File: src/rtl/demap_pkg.sv
// Shared constants and FSM encoding for the demapper receive path.
package demap_pkg;

  localparam logic [7:0] FasByte0 = 8'hF6;
  localparam logic [7:0] FasByte1 = 8'h28;

  // FAS occupies (FasRow, FasCol) and (FasRow, FasCol + 1).
  localparam int unsigned FasRow = 0;
  localparam int unsigned FasCol = 0;

  localparam int unsigned OhRow = 0;
  localparam int unsigned OhCol = 2;

  // The CRC byte sits this many rows/cols back from the frame end: (ROWS-1, COLS-1).
  localparam int unsigned CrcRowOff = 1;
  localparam int unsigned CrcColOff = 1;

  localparam logic [7:0] CrcPoly = 8'h07;

  typedef enum logic [1:0] {
    StHunt   = 2'd0,
    StVerify = 2'd1,
    StSync   = 2'd2
  } demap_state_e;

endpackage

File: src/rtl/demapper_rx_crc8_step.sv
// Combinational CRC-8 update (poly 0x07, MSB-first) for one data byte.
module crc8_step
  import demap_pkg::*;
(
  input  logic [7:0] crc_i,
  input  logic [7:0] data_i,
  output logic [7:0] crc_o
);

  logic [7:0] crc_c;

  always_comb begin
    crc_c = crc_i ^ data_i;
    for (int i = 0; i < 8; i++) begin
      crc_c = crc_c[7] ? ((crc_c << 1) ^ CrcPoly) : (crc_c << 1);
    end
    crc_o = crc_c;
  end

endmodule

File: src/rtl/demapper_rx.sv
// Receive demapper: FAS hunt/verify/sync, overhead + payload extraction, per-frame CRC-8 check.
// Define DEMAP_ARQ_EN to drive o_retrans_req on CRC errors and on loss of frame.
module demapper_rx
  import demap_pkg::*;
#(
  parameter int unsigned COLS       = 1024,
  parameter int unsigned ROWS       = 4,
  parameter int unsigned LOF_THRESH = 3
) (
  input  logic       i_clk,
  input  logic       i_rst,
  input  logic [7:0] i_frame_data,
  input  logic       i_frame_data_valid,
  output logic [7:0] o_pyld_data,
  output logic       o_pyld_data_valid,
  output logic       o_pyld_last,
  output logic [7:0] o_frame_seq,
  output logic       o_in_frame,
  output logic       o_crc_err,
  output logic       o_crc_err_valid,
  output logic       o_retrans_req,
  output logic [7:0] o_crc_val
);

  localparam int unsigned ColW  = (COLS > 1) ? $clog2(COLS) : 1;
  localparam int unsigned RowW  = (ROWS > 1) ? $clog2(ROWS) : 1;
  localparam int unsigned MissW = (LOF_THRESH > 1) ? $clog2(LOF_THRESH) : 1;

  localparam logic [ColW-1:0]  LastCol  = ColW'(COLS - 1);
  localparam logic [RowW-1:0]  LastRow  = RowW'(ROWS - 1);
  localparam logic [ColW-1:0]  CrcCol   = ColW'(COLS - CrcColOff);
  localparam logic [RowW-1:0]  CrcRow   = RowW'(ROWS - CrcRowOff);
  localparam logic [ColW-1:0]  LastPcol = ColW'(COLS - CrcColOff - 1);
  localparam logic [MissW-1:0] LofLast  = MissW'(LOF_THRESH - 1);

`ifdef DEMAP_ARQ_EN
  localparam bit ArqEn = 1'b1;
`else
  localparam bit ArqEn = 1'b0;
`endif

  demap_state_e    state_q;
  logic [RowW-1:0] row_q, row_d;
  logic [ColW-1:0] col_q, col_d;
  logic [MissW-1:0] miss_q;
  logic            fas_pend_q;
  logic            fas0_bad_q;
  logic [7:0]      crc_q, crc_d;

  logic [7:0]      pyld_data_q;
  logic            pyld_valid_q, pyld_last_q;
  logic [7:0]      frame_seq_q;
  logic            in_frame_q;
  logic            crc_err_q, crc_err_valid_q;
  logic            retrans_q;
  logic [7:0]      crc_val_q;

  logic at_fas0, at_fas1, at_oh, at_crc, at_last_pyld;
  logic fas0_ok, fas1_ok, crc_bad;

  crc8_step u_crc8_step (
    .crc_i  (crc_q),
    .data_i (i_frame_data),
    .crc_o  (crc_d)
  );

  always_comb begin
    at_fas0      = (row_q == RowW'(FasRow)) && (col_q == ColW'(FasCol));
    at_fas1      = (row_q == RowW'(FasRow)) && (col_q == ColW'(FasCol + 1));
    at_oh        = (row_q == RowW'(OhRow)) && (col_q == ColW'(OhCol));
    at_crc       = (row_q == CrcRow) && (col_q == CrcCol);
    at_last_pyld = (row_q == CrcRow) && (col_q == LastPcol);
    fas0_ok      = (i_frame_data == FasByte0);
    fas1_ok      = (i_frame_data == FasByte1);
    crc_bad      = (crc_q != i_frame_data);

    row_d = row_q;
    col_d = col_q + 1'b1;
    if (col_q == LastCol) begin
      col_d = '0;
      row_d = (row_q == LastRow) ? '0 : row_q + 1'b1;
    end
  end

  always_ff @(posedge i_clk) begin
    if (i_rst) begin
      state_q         <= StHunt;
      row_q           <= '0;
      col_q           <= '0;
      miss_q          <= '0;
      fas_pend_q      <= 1'b0;
      fas0_bad_q      <= 1'b0;
      crc_q           <= '0;
      pyld_data_q     <= '0;
      pyld_valid_q    <= 1'b0;
      pyld_last_q     <= 1'b0;
      frame_seq_q     <= '0;
      in_frame_q      <= 1'b0;
      crc_err_q       <= 1'b0;
      crc_err_valid_q <= 1'b0;
      retrans_q       <= 1'b0;
      crc_val_q       <= '0;
    end else begin
      pyld_valid_q    <= 1'b0;
      pyld_last_q     <= 1'b0;
      crc_err_valid_q <= 1'b0;
      retrans_q       <= 1'b0;
      if (i_frame_data_valid) begin
        unique case (state_q)
          StHunt: begin
            if (fas_pend_q && fas1_ok) begin
              // The byte after the FAS is the overhead position.
              state_q    <= StVerify;
              row_q      <= RowW'(OhRow);
              col_q      <= ColW'(OhCol);
              fas_pend_q <= 1'b0;
            end else begin
              fas_pend_q <= fas0_ok;
            end
          end
          StVerify: begin
            row_q <= row_d;
            col_q <= col_d;
            if (at_fas0 && !fas0_ok) begin
              state_q    <= StHunt;
              fas_pend_q <= 1'b0;
            end else if (at_fas1) begin
              if (!fas1_ok) begin
                state_q    <= StHunt;
                fas_pend_q <= fas0_ok;
              end else begin
                state_q    <= StSync;
                in_frame_q <= 1'b1;
                miss_q     <= '0;
                crc_q      <= '0;
              end
            end
          end
          StSync: begin
            row_q <= row_d;
            col_q <= col_d;
            if (at_fas0) begin
              fas0_bad_q <= !fas0_ok;
            end else if (at_fas1) begin
              if (fas0_bad_q || !fas1_ok) begin
                if (miss_q == LofLast) begin
                  state_q    <= StHunt;
                  in_frame_q <= 1'b0;
                  miss_q     <= '0;
                  fas_pend_q <= fas0_ok;
                  retrans_q  <= ArqEn;
                end else begin
                  miss_q <= miss_q + 1'b1;
                end
              end else begin
                miss_q <= '0;
              end
            end else if (at_crc) begin
              crc_err_valid_q <= 1'b1;
              crc_err_q       <= crc_bad;
              crc_val_q       <= i_frame_data;
              retrans_q       <= ArqEn & crc_bad;
              crc_q           <= '0;
            end else begin
              crc_q <= crc_d;
              if (at_oh) begin
                frame_seq_q <= i_frame_data;
              end else begin
                pyld_valid_q <= 1'b1;
                pyld_data_q  <= i_frame_data;
                pyld_last_q  <= at_last_pyld;
              end
            end
          end
          default: state_q <= StHunt;
        endcase
      end
    end
  end

  assign o_pyld_data       = pyld_data_q;
  assign o_pyld_data_valid = pyld_valid_q;
  assign o_pyld_last       = pyld_last_q;
  assign o_frame_seq       = frame_seq_q;
  assign o_in_frame        = in_frame_q;
  assign o_crc_err         = crc_err_q;
  assign o_crc_err_valid   = crc_err_valid_q;
  assign o_retrans_req     = retrans_q;
  assign o_crc_val         = crc_val_q;

endmodule
File: config.mk
export PLATFORM = sky130hd
export DESIGN_NAME = demapper_rx
export DESIGN_NICKNAME = d
export VERILOG_FILES = /design/src/rtl/demap_pkg.sv /design/src/rtl/demapper_rx_crc8_step.sv /design/src/rtl/demapper_rx.sv
export SDC_FILE = /design/constraint.sdc
export NUM_CORES = 1
export LEC_CHECK = 0
export ABC_CLOCK_PERIOD_IN_PS = 2130
export BUFFER_PORTS_ARGS = -buffer_cell sky130_fd_sc_hd__clkbuf_2
export CAP_MARGIN = 20
export CORE_ASPECT_RATIO = 0.7
export CORE_MARGIN = 3
export CORE_UTILIZATION = 35
export CTS_CLUSTER_SIZE = 25
export DETAILED_ROUTE_END_ITERATION = 6
export MAX_ROUTING_LAYER = met4
export PLACE_DENSITY_LB_ADDON = 0.2
export SYNTH_ARGS = -nofsm -noshare
export SYNTH_HDL_FRONTEND = slang
export SYNTH_HIERARCHICAL = 1
export SYNTH_SLANG_ARGS = --single-unit
File: constraint.sdc
create_clock -name i_clk -period 2.13 [get_ports i_clk]
set_input_delay 0.1065 -clock i_clk [delete_from_list [all_inputs] [get_ports i_clk]]
set_output_delay 0.1065 -clock i_clk [all_outputs]
set_load 0.005 [all_outputs]
==> summary.md <==
| Metric | Value |
|---|---|
| Largest net degree at the start of global routing | 33 |
| 1st-pass router iterations | 4 |
| Number of synthesized flops with an enable pin | 0 |
| Top layer in use | met4 |
| DR iter-0 viols | 141 |
| Port Buf Inserts | 39 |
| Initial antenna violation count | 0 |
| Critical Path RT | 2370 ps |
| Row Count | 27 |
| Post-Synth Adder-Cell Area | 3.87% |
| Syn Nets | between 300 and 400 |
| Leakage Power | 1.41 nW |
| Peak Freq | approximately 480 MHz |
| Crit. End Element | flop |
| Setup-failing EPs final | 0 |
| Fin util | between 40 and 50% |
| Worst endpoint data arrival time | 2300 ps |
| Kind of critical path | reg2reg |
| CTS Buf Count | 5 |
| Pins Over Slew Limit | 0 |
| Power Density | 566 mW/mm^2 |
| Met3 wire length | 452 um |
| Core outline area | 0.00797 mm^2 |
| Share of post-route cells with drive strength above 1 | a little over a quarter |
| Synth Area in Compound Gates | 9.94% |
| Drt drc | 0 |
| Seq cells post-synth | 55 |
| Syn Inst Count | about 330 |
| Max_cap viols | 0 |
| Skew-Pair Late Insertion Delay | 300 ps |
| All-Layer GR Usage | between 10% and 20% |
| Final net count | 414 |
| Synth Area in XOR/XNOR | 11.8% |
| Cell Count, Final, Fillers Out | 496 |
| Placed cell count | 485 |
| TritonCTS clock tree | yes |
| CTS Root Cell | clkbuf_16 |
| Share of the synthesized area in the top cell type | 37.9% |
| Worst Max-Slew Pin Slew | 542 ps |
| Vias | between 2000 and 3000 |
| Routed len/inst | ~15 um |
| H-tree depth | 2 |
| VDD IR-drop max | about 0.00034 V |
| Die Wd | 115 um |
| Vias per cell | 5.06 |
| Final Critical Period | 2060 ps |
| Filler Cell Count | 762 |
| Largest family of logic cells by synthesized area | simple AND/OR/NAND/NOR gates |
| Proportion of synthesized area in mux cells | under 10% |
| Routed Antenna Nets | 0 |
| Drt total wl | approximately 7.5 mm |
| Area leader, netlist | dfxtp_1 |
| Reg clk slew, reported paths | roughly 80 ps |
| Number of diodes | 0 |
| Die Y | about 82 um |
| GP Congestion | 0.821 |
| Simple-gate share of the synthesized area | 23.6% |
| Ys Warns | 6 |
| Most common cell in the netlist | dfxtp_1 |
| Crit share post-route | 96.9% |
| Clk sinks | 55 |
| Outcome | finished clean |
| Setup TNS | 0 ps |
| Ys flop type | dfxtp_1 |
| Clock Skews | 7.45 ps |
| Synth-to-Final Area Change | 25.6% |
| Fin. Hold Viols | 0 |
| Global route overflow | 0 |
| Max_slew headroom | 63.7% |
| CP Launch Type | flop |
| Hold Path Class | in2reg |
| Starting Density | 36.5% |
| Syn Area/Cell | 8.95 um^2 |
| Post-synth top cells | dfxtp_1 (55), nor2_1 (38), nand2_1 (29), xnor2_1 (27), mux2i_1 (25) |
| Min Hold Slack | slightly above 70 ps |
| Routed length on met1 | 4.13 mm |
| Area contributors post-synth | dfxtp_1 (38%), mux2i_1 (8.6%), xnor2_1 (8.1%), nor2_1 (4.9%), ha_1 (3.9%) |
| Yosys cell types | 51 |
| Global-route wire length before repair | 12.1 mm |
| Worst-path fanout max | 2 |
| Vias in the first global route | 2344 |
| Post-synthesis sequential area ratio | a little under two fifths |
| RSZ-0062 raised after global routing | no |
| Area of the die | 0.00945 mm^2 |
| Async set-or-reset flop fraction in the synthesized netlist | 0% |
| Dpl hpwl | 5.49 mm |
| Mapped cell area | 0.00291 mm^2 |
| Routed wl met2 | 2.91 mm |
| I/O Pins | 41 |
| Max clock buf depth | 2 |
-- critical path: stages (launching register included) --
cell     delay (ps)
dfxtp_2         330
inv_2            60
ha_4            130
or4b_4          490
nor3_4          170
nand4_2         130
or4b_1          560
a21oi_2         130
-- layout make-up --
cell class	count	area, um^2	share of cell area [%]
timing repair buffer	75	465	12.7
inverter	17	63.8	1.75
clock inverter	3	33.8	0.925
tap	101	126	3.46
multi-input combinational	240	1740	47.5
sequential	55	1100	30.2
clock buffer	5	125	3.42
-- per-layer routing --
| metal | GRT usage [%] | vias to the layer above |
|---|---|---|
| li1 | - | 1292 |
| met1 | 26.2 | 1151 |
| met5 | - | - |
| met2 | 21.0 | 61 |
| met3 | 3.64 | 4 |
| met4 | 3.63 | 0 |
-- stage by stage --
stage | worst slack, ps | cell area (um^2) | power, W
detailed placement | 48.5 | 3430 | 0.00119
CTS | 16.2 | 3590 | 0.00208
finish | 65.4 | 3650 | 0.00207
floorplan | 99.3 | 2910 | 0.00114
global route | 12.0 | 3650 | 0.00213
global placement | 98.4 | 3430 | 0.00119
-- state kept, by name, summed over array words and instances, names as in the netlist --
name               count
col_q                 10
crc_q                  8
o_crc_val              8
o_frame_seq            8
o_pyld_data            8
miss_q                 2
row_q                  2
state_q                2
fas0_bad_q             1
fas_pend_q             1
o_crc_err              1
o_crc_err_valid        1
o_in_frame             1
o_pyld_data_valid      1
o_pyld_last            1
-- repair_timing --
item | CTS | global route
hold buffers | 0 | 0
hold endpoints to repair | 0 | 0
setup endpoints to repair | 0 | 26
buffers inserted | 0 | 3
gates resized for setup | 0 | 10
-- path summary, 6_finish.rpt --
| check | depth (start not counted) | startpoint | end | slack, ps |
|---|---|---|---|---|
| max | 7 | row_q[1] | miss_q[0] | 70 |
| min | 2 | i_rst | row_q[0] | 70 |
| max reg2reg | 7 | row_q[1] | miss_q[0] | 70 |
| min reg2reg | 2 | o_in_frame | o_in_frame | 480 |
-- power by group --
group,total [W],internal (W),switching [W]
combinational,0.000146,0.0000625,0.0000836
sequential,0.00103,0.00103,0.0000000242
clock,0.000895,0.000454,0.000440
total,0.00207,0.00154,0.000524
-- cells in the final DEF, fill, tap and decap left out, types with 2 or more instances in the layout --
cell type | Yosys | final
nand3_1 | 2 | 2
nor4_1 | 9 | 8
nand2b_1 | 2 | 2
dfxtp_1 | 55 | 53
nand4_1 | 15 | 15
ha_1 | 9 | 8
buf_4 | 1 | 36
o32ai_1 | 2 | 2
clkbuf_16 | 0 | 5
and4_1 | 3 | 3
nand2_1 | 29 | 29
nor3_1 | 3 | 3
xnor3_2 | 2 | 2
a21oi_1 | 12 | 11
nand4_2 | 2 | 2
inv_1 | 17 | 15
and2_1 | 2 | 2
clkbuf_2 | 0 | 39
nor3b_1 | 2 | 2
mux2i_1 | 25 | 25
a211oi_1 | 4 | 3
xnor2_1 | 27 | 27
dfxtp_2 | 0 | 2
nor4b_2 | 2 | 3
nor2_1 | 38 | 38
xor2_1 | 5 | 5
nor2b_1 | 3 | 3
and3_1 | 2 | 2
o21ai_0 | 14 | 14
o31ai_1 | 2 | 2
inv_2 | 0 | 2
or3_1 | 2 | 2
-- cells by family (layout without fill, tap and decap cells) --
logic type,Yosys count,count (layout)
AO/OA/AOI/OAI,45,45
adder cells (fa/ha/maj),9,9
XOR/XNOR,35,35
other,1,1
AND/OR/NAND/NOR,125,125
flip-flops,55,55
multiplexers,25,25
buffers and inverters,30,100
(Power assumes the default switching activity.)
